**src/rtl/pipe_stage_chain.sv**
```systemverilog
// Elastic pipeline register chain with a configurable number of stages.
// Each stage holds a WIDTH-bit payload and a valid bit. The chain supports
// valid/ready backpressure at full throughput, a global stall and a global
// flush, and reports how many stages are occupied. Callers pack their
// stage struct into in_data and unpack it again from out_data.
//
// Ready propagates combinationally from out_ready back to in_ready, so a
// bubble anywhere in the chain is absorbed in the same cycle. There is no
// skid buffer.

module pipe_stage_chain #(
    parameter int unsigned WIDTH = 32,
    parameter int unsigned DEPTH = 1,
    // Derived from DEPTH; leave at its default.
    parameter int unsigned CNTW  = $clog2(DEPTH + 1)
) (
    input  logic             CLK,
    input  logic             nRST,
    input  logic             stall,
    input  logic             flush,
    input  logic             in_valid,
    output logic             in_ready,
    input  logic [WIDTH-1:0] in_data,
    output logic             out_valid,
    input  logic             out_ready,
    output logic [WIDTH-1:0] out_data,
    output logic [DEPTH-1:0] stage_valid,
    output logic [CNTW-1:0]  count
);

    // Per-stage state.
    logic [DEPTH-1:0] valid_q, valid_d;
    logic [WIDTH-1:0] data_q [DEPTH];
    logic [WIDTH-1:0] data_d [DEPTH];
    logic [CNTW-1:0]  count_q, count_d;

    // ready_ext[i] is the ready of stage i. The extra top bit stands in for
    // the downstream consumer, so the last stage needs no special case.
    logic [DEPTH:0]   ready_ext;
    logic [DEPTH-1:0] adv;

    logic in_fire;
    logic out_fire;

    // Ready/advance chain, evaluated from the output side back to the input.
    always_comb begin
        ready_ext        = '0;
        adv              = '0;
        ready_ext[DEPTH] = out_ready;
        for (int i = int'(DEPTH) - 1; i >= 0; i--) begin
            adv[i]       = valid_q[i] & ready_ext[i+1];
            ready_ext[i] = ~valid_q[i] | adv[i];
        end
    end

    // Handshake outputs, forced low during stall, flush and reset.
    always_comb begin
        in_ready  = ready_ext[0] & ~stall & ~flush & nRST;
        out_valid = valid_q[DEPTH-1] & ~stall & ~flush & nRST;
        in_fire   = in_valid & in_ready;
        out_fire  = out_valid & out_ready;
    end

    // Next-state for stage valids and payloads.
    always_comb begin
        valid_d = valid_q;
        data_d  = data_q;
        if (flush) begin
            // Payload registers keep stale data; only the valids matter.
            valid_d = '0;
        end else if (!stall) begin
            for (int i = 1; i < int'(DEPTH); i++) begin
                if (adv[i-1]) begin
                    valid_d[i] = 1'b1;
                    data_d[i]  = data_q[i-1];
                end else if (adv[i]) begin
                    valid_d[i] = 1'b0;
                end
            end
            if (in_fire) begin
                valid_d[0] = 1'b1;
                data_d[0]  = in_data;
            end else if (adv[0]) begin
                valid_d[0] = 1'b0;
            end
        end
    end

    // Occupancy: one in, one out per cycle at most; flush empties the chain.
    always_comb begin
        count_d = count_q;
        if (flush) begin
            count_d = '0;
        end else if (!stall) begin
            count_d = count_q + CNTW'(in_fire) - CNTW'(out_fire);
        end
    end

    // State registers with synchronous active-low reset.
    always_ff @(posedge CLK) begin
        if (!nRST) begin
            valid_q <= '0;
            count_q <= '0;
            for (int i = 0; i < int'(DEPTH); i++) begin
                data_q[i] <= '0;
            end
        end else begin
            valid_q <= valid_d;
            count_q <= count_d;
            for (int i = 0; i < int'(DEPTH); i++) begin
                data_q[i] <= data_d[i];
            end
        end
    end

    assign out_data    = data_q[DEPTH-1];
    assign stage_valid = valid_q;
    assign count       = count_q;

    // The occupancy register must always agree with the stage valids.
    a_count_matches_valids: assert property (
        @(posedge CLK) disable iff (!nRST) int'(count_q) == $countones(valid_q)
    );

    a_count_bounded: assert property (
        @(posedge CLK) disable iff (!nRST) int'(count_q) <= int'(DEPTH)
    );

endmodule
```
**config.mk**
```make
export PLATFORM = sky130hd
export DESIGN_NAME = pipe_stage_chain
export DESIGN_NICKNAME = d
export VERILOG_FILES = /design/src/rtl/pipe_stage_chain.sv
export SDC_FILE = /design/constraint.sdc
export NUM_CORES = 1
export LEC_CHECK = 0
export ABC_AREA = 1
export BUFFER_PORTS_ARGS = -buffer_cell sky130_fd_sc_hd__buf_2
export CORE_MARGIN = 8
export CORE_UTILIZATION = 35
export DETAILED_ROUTE_END_ITERATION = 8
export GPL_ROUTABILITY_DRIVEN = 0
export HOLD_SLACK_MARGIN = 0.15
export PLACE_DENSITY = 0.66
export SYNTH_ARGS = -nofsm -noshare
export SYNTH_HDL_FRONTEND = slang
export SYNTH_SLANG_ARGS = --single-unit
```
**constraint.sdc**
```tcl
create_clock -name CLK -period 1.2 [get_ports CLK]
set_input_delay 0.18 -clock CLK [delete_from_list [all_inputs] [get_ports CLK]]
set_output_delay 0.18 -clock CLK [all_outputs]
set_load 0.005 [all_outputs]
```
# Word-level counts from Yosys, hierarchy flattened
# Cells that the tools add are included.
dict set report totals {
  ff_bits 34
}
dict set report classes {
  reduce_logical 4
  n_addsub 2
  muxes 2
  bitwise_logic 14
}
# cell count
set op_table {}
lappend op_table {{$and A1 B1 Y1} 9}
lappend op_table {{$not A1 Y1} 4}
lappend op_table {{$reduce_and A3 Y1} 1}
lappend op_table {{$mux W1} 2}
lappend op_table {{$reduce_and A2 Y1} 1}
lappend op_table {{$reduce_bool A2 Y1} 1}
lappend op_table {{$reduce_or A2 Y1} 1}
lappend op_table {{$add A1 B1 Y1} 1}
lappend op_table {{$or A1 B1 Y1} 1}
lappend op_table {{$sub A1 B1 Y1} 1}

# Logic depth before layout (Yosys ltp)
# Gate-level depths: netlist of the first run.
dict set report depth {
  depth_word 8
  mapped_depth 8
}

# Least setup slack after synthesis of the first run
# No wires, ideal clock.
dict set report synth_timing {
  path_kind {register to register}
  start {reg valid_q, in the netlist stage_valid}
  end {reg data_q (netlist bit out_data[11])}
  path_slack_ns 0.102
  setup_ns 0.116
  stages_incl_launch_ff 7
  arrival_time_ns 0.982
  cell_sequence {dfxtp_1 > nand2_1 > nand3_4 > clkinv_2 > buf_6 > nor2_1 > nor2_1}
}
dict set report synth_between {
  elab_chain_cells 7
}
# item line_no
set synth_lines {}
lappend synth_lines {{from (decl)} 32} ;# logic [DEPTH-1:0] valid_q, valid_d;
lappend synth_lines {{from (signal assigned)} 108} ;# valid_q <= valid_d;
lappend synth_lines {{$and A1 B1 Y1 or $not A1 Y1 (tied branches)} {51, 52}}
lappend synth_lines {{$or A1 B1 Y1 (*)} 52} ;# ready_ext[i] = ~valid_q[i] | adv[i];
lappend synth_lines {{$and A1 B1 Y1 (*) (3 in a row)} 58} ;# in_ready = ready_ext[0] & ~stall & ~flush & nRST;
lappend synth_lines {{$and A1 B1 Y1 (*)} 60} ;# in_fire = in_valid & in_ready;
lappend synth_lines {{$reduce_and A3 Y1 (no source line) (*)} n/a}
lappend synth_lines {{to (signal, indexed assignment)} 111} ;# data_q[i] <= data_d[i];
lappend synth_lines {{to (decl)} 33} ;# logic [WIDTH-1:0] data_q [DEPTH];
# Mark *: on every way between the ends. The rest lies on a longest branch, timed or not.
# A chain may end at the register's enable or synchronous reset.

# Worst setup path after layout of the first run
dict set report layout_timing {
  start {reg valid_q, in the netlist stage_valid}
  end {out out_valid}
}
dict set report layout_between {
  elab_chain_cells 3
}
# item line_no
set layout_lines {}
lappend layout_lines {{$and A1 B1 Y1 (3 in a row)} 59} ;# out_valid = valid_q[DEPTH-1] & ~stall & ~flush & nRST;
lappend layout_lines {{to (decl)} 24} ;# output logic out_valid,
# Every way passes these cells.

==> results.toml, run 1 <==
[run_status]
status = "finished with violations"
violations = "negative setup slack"

[synthesis]
synth_top_family_by_area = "simple AND/OR/NAND/NOR gates"
postSynthCellCount = 161
synth_xor_area_share_pct = 0
yosys-top-cells-area = "dfxtp_1, nor2_1, o21ai_1"
yosysTopAreaCell = "dfxtp_1"
synth_fp_nets = 199
synth_fa_ha_area_share_pct = 0
synth_simple_gate_area_share_pct = 25.44
syn-cell-area_mm2 = 0.001269
yosys_warnings = 0
synth_compound_area_share_pct = 13.81
ys_ff_latch = 34
syn_avg_cell_area_um2 = 7.880
synth_top_area_share_pct = 53.65
synth.distinct_cells = 17
synthMuxAreaShare_pct = 0
synth_seq_area_share_pct = 53.65

[final_layout]
finalInstanceArea_mm2 = 0.002172
nets = 314
instances_no_fill = 323
drive_gt1_share_pct = 36.36
final_cell_mix = "buf_2, nor2_1, dfxtp_1, dlygate4sd3_1, o21ai_1"
area_growth_pct = 71.20
final_common_cell = "buf_2"
final_util_pct = 60.70
insertedDiodeCount = 0

[drt]
drtAntennaViolNets = 0
drt_first_iter_violations = 64
vias = 1407
drc_errors = 0
via_per_inst = 4.356
first_pass_iters = 4
wirelength_um = 3737
wl_per_cell_um = 11.57

[pwr]
power_mw = 2.123
ir_worst_vdd_uv = 654.6
p_leak_nw = 1.039
power.density_mw_per_mm2 = 977.2

[clocking]
clk_latency_ns = 0.32
clockBufferDepth = 2
cts.clk_slew.worst_paths_ns = 0.10
tritoncts = "done"
htree_levels = 2
clock-sinks = 34
cts-root-buf = "clkbuf_4"
cts_buffers = 5

[floorplanning]
coreArea_mm2 = 0.003578
ios = 74
dieWidth_um = 76.21
dieArea_mm2 = 0.005807
start_util_pct = 35.45
rows = 22
die_y_um = 76.21

[global_routing]
grt_pass1_wl_um = 6396
grt.total_usage_pct = 13.11
grt_overflow_total = 0
grt_pass1_vias = 1484
grt_max_degree = 33
antenna_found_initial = 0

[min_path]
min_delay_worst_endpoint = "count"
hold_path_depth = 5
hold_class = "in -> reg"
worstHoldStart = "nRST"

[worst_setup_path]
critPathKind = "reg -> out"
start_kind = "flop"
reg2reg_depth = 6
cp-end-kind = "primary output"
rr_endpoint = "out_data[11]"
cp.arrival_ns = 1.05
rr_startpoint = "stage_valid"
path_max_fanout = 3
required_ns = 1.02
rrSetupSlack_ns = 0.06

[flow_run]
drv_cap = 0

[timing]
fin_crit_ns = 1.229
slew_violations = 0
finClkSkew_ns = 0.005772
max-slew-margin-rel_pct = 81.42
worst_slack_ns = -0.02925
rsz0062_at_grt = "yes"
finalSetupViolCount = 1
timing.fmax_mhz = 813.5
finalHoldViolCount = 0
post-route-period-util_pct = 102.4
tightestPinTransition_ns = 0.2787

[place]
pre_cts_slack_ns = 0.05934
place_inst = 281
dp_hpwl_um = 2439
port_buffers = 73
placed_cell_area_mm2 = 0.001738
## cell usage after synthesis
cell and number:
nor2_1 66, dfxtp_1 34, o21ai_1 17, o21ai_0 16
inv_1 5, buf_6 4, nand2_1 4, clkbuf_1 3
a21oi_1 2, clkbuf_2 2, nand4_1 2, clkinv_2 1
nand2_2 1, nand3_1 1, nand3_4 1, nor2_4 1
nor3b_1 1
## where the power goes
group | internal, mW | switching [mW] | total (mW)
clock network | 0.264 | 0.341 | 0.604
logic | 0.200 | 0.136 | 0.336
registers | 1.17 | 0.0169 | 1.18
## area by class of cell
| cell class | instances | area [um2] |
|---|---|---|
| clock buffers | 6 | 51.30 |
| fillers | 322 | 1406 |
| inverters | 6 | 23.77 |
| multi-input cells | 112 | 516.7 |
| flip-flops and latches | 34 | 681.9 |
| well taps | 48 | 60.06 |
| repair buffers | 117 | 838.3 |
## worst max path at each step
stage	start	to	slack, ns
after detailed placement	flush	out_data[10]	0.06
after floorplan	stage_valid	out_data[11]	0.10
final	stage_valid	out_valid	-0.03
after global routing	stage_valid	out_valid	-0.09
after global placement	out_ready	out_data[17]	0.08
after CTS	stage_valid	out_valid	-0.03
## what timing repair did
| action | in CTS | in global routing |
|---|---|---|
| setup buffers | 2 | 1 |
| gates resized for setup | 4 | 4 |
| hold endpoints to repair | 33 | 0 |
| pin swaps | 0 | 5 |
| hold buffers | 33 | 0 |
| endpoints found under the setup margin | 2 | 4 |
## critical path, cell delays in order (launching register included)
cell and delay, ns:
dfxtp_2 0.35, buf_6 0.09, nor3b_2 0.15, buf_2 0.14
## registers in the layout (all words and copies together), names as in the netlist
register,count
stage_valid,1
count,1
out_data,32
## through the flow
step	hold WS [ns]	setup TNS [ns]
6_report	0.1890	-0.02925
5_1_grt	0.2147	-0.1918
4_1_cts	0.1645	-0.03696
3_5_place_dp	0.4194	0
3_3_place_gp	0.4166	0
2_1_floorplan	0.3157	0
## metal layers
layer  GRT usage [%]  routed length (um)  vias to the layer above
met5               0                   0                        -
li1                -                   -                      741
met4           4.231                  61                        0
met1           13.30                1566                      612
met3           6.486                 295                        7
met2           22.88                1813                       47
## logic make-up (layout without fill, tap and decap cells)
family,after synthesis,in the layout
DFF,34,34
buffers and inverters,15,129
AOI/OAI and AO/OA,35,35
and+or+nand+nor,77,77
Note: power is estimated with default switching activity, not from simulation.
==> inputs of run 2 (changes only) <==
==> constraint.sdc (replaced) <==
create_clock -name CLK -period 1.27 [get_ports CLK]
set_input_delay 0.1905 -clock CLK [delete_from_list [all_inputs] [get_ports CLK]]
set_output_delay 0.1905 -clock CLK [all_outputs]
set_load 0.005 [all_outputs]
==> run 2 against run 1 <==
  * The run now ends clean
  * Cell area shrank 1.8%
  * Combinational power shrank 7.7%
  * Clock-buffer cell count grew 2
==> results.toml, run 2 (same netlist as run 1, synthesis figures left out) <==
[pwr]
p_leak_nw = 1.020
power.density_mw_per_mm2 = 1009
ir_worst_vdd_uv = 668.1

[clocking]
cts-root-buf = "clkbuf_4"
cts_buffers = 5
htree_levels = 2
clockBufferDepth = 2
cts.clk_slew.worst_paths_ns = 0.11
tritoncts = "done"
clock-sinks = 34
clk_latency_ns = 0.33

[worst_setup_path]
rr_startpoint = "stage_valid"
endpoint = "in_ready"
crit_path_top_delay_cell = "dfxtp_4"
cp-end-kind = "primary output"
reg2reg_depth = 6
slowest_delay_ns = 0.37
critPathLaunch = "stage_valid"
cp.arrival_ns = 1.00
crit_chain = "nand2_2 > nand2_1 > inv_1 > buf_2"
start_kind = "flop"
critPathKind = "reg -> out"
path_max_fanout = 4
rr_endpoint = "out_data[23]"
rrSetupSlack_ns = 0.20
required_ns = 1.08

[global_routing]
grt_pass1_vias = 1458
grt_max_degree = 33
grt.total_usage_pct = 13.28
grt_pass1_wl_um = 6492
antenna_found_initial = 0
grt_overflow_total = 0

[timing]
post-route-period-util_pct = 93.36
tightestPinTransition_ns = 0.2737
slew_violations = 0
timing.fmax_mhz = 843.4
finalHoldViolCount = 0
fin_tns_setup_ns = 0
max-slew-margin-rel_pct = 81.75
finClkSkew_ns = 0.01037
rsz0062_at_grt = "no"
worst_slack_ns = 0.08434
finalSetupViolCount = 0
fin_crit_ns = 1.186

[floorplanning]
dieWidth_um = 76.21
die_y_um = 76.21
rows = 22
coreArea_mm2 = 0.003578
dieArea_mm2 = 0.005807
start_util_pct = 35.45
ios = 74

[final_layout]
insertedDiodeCount = 0
drive_gt1_share_pct = 34.93
largest_reg_flops = 32
nets = 309
final_common_cell = "buf_2"
nFillCells = 350
area_growth_pct = 68.15
final_cell_mix = "buf_2, nor2_1, dfxtp_1, dlygate4sd3_1, o21ai_1"

[drt]
first_pass_iters = 4
drc_errors = 0
vias = 1399
drtAntennaViolNets = 0
via_per_inst = 4.372
drt_first_iter_violations = 60
wirelength_um = 3804
wl_per_cell_um = 11.89

[place]
dp_hpwl_um = 2500
pre_cts_slack_ns = 0.06545
port_buffers = 73

[min_path]
worstHoldStart = "flush"
hold_class = "in -> reg"

[run_status]
status = "complete, no violations"

[flow_run]
drv_cap = 0
[run 2: worst min path at each step]
stage | to | slack [ns] | cells after the start
after floorplan | out_data[10] | 0.33 | 2
after global placement | out_data[0] | 0.42 | 3
after detailed placement | out_data[31] | 0.43 | 3
after global routing | stage_valid | 0.18 | 3
final | stage_valid | 0.17 | 4
after CTS | stage_valid | 0.16 | 4
[run 2: power breakdown]
part	total [mW]	leakage [nW]	switching, mW	internal (mW)
Clock	0.727	0.0446	0.348	0.378
Sequential	1.12	0.277	0.0163	1.10
Combinational	0.310	0.699	0.129	0.181
[run 2: cell type report]
cell class | count | area [um2] | area share (%)
well taps | 48 | 60.06 | 2.815
clock buffers | 8 | 78.83 | 3.695
inverters | 6 | 23.77 | 1.114
repair buffers | 112 | 778.2 | 36.48
multi-input cells | 112 | 508.0 | 23.81
flip-flops and latches | 34 | 684.4 | 32.08
[run 2: worst max-delay path, delay by kind of cell (launching register included)]
kind / cells / cell delay (ns)
buffers and inverters: 2 / 0.15
AND/OR/NAND/NOR: 2 / 0.15
flip-flops: 1 / 0.37
[run 2: layer usage]
metal  global-route usage, %  vias to the layer above  part of all wire (%)
li1                        -                      732                     -
met1                   13.36                      618                    41
met2                   23.14                       44                    50
met3                   5.896                        5                   8.0
met4                   5.769                        0                   1.3
met5                       0                        -                     0
[run 2: metrics by stage]
| stage | instance area [um2] | cells | utilization, % | power [mW] | hold slack, ns |
|---|---|---|---|---|---|
| final | 2133 | 320 | 59.62 | 2.153 | 0.1712 |
| after global routing | 2133 | 320 | 59.62 | 2.272 | 0.1849 |
| after CTS | 2118 | 319 | 59.20 | 2.183 | 0.1562 |
| after detailed placement | 1710 | 279 | 47.80 | 1.372 | 0.4298 |
| after global placement | 1710 | 279 | 47.80 | 1.370 | 0.4204 |
| after floorplan | 1269 | 161 | - | 1.249 | 0.3262 |
[run 2: timing repair]
| action | in CTS | in global routing |
|---|---|---|
| endpoints found under the setup margin | 1 | 3 |
| hold buffers | 33 | 0 |
| gates resized for setup | 2 | 3 |
| hold endpoints to repair | 33 | 0 |
| setup buffers | 0 | 1 |
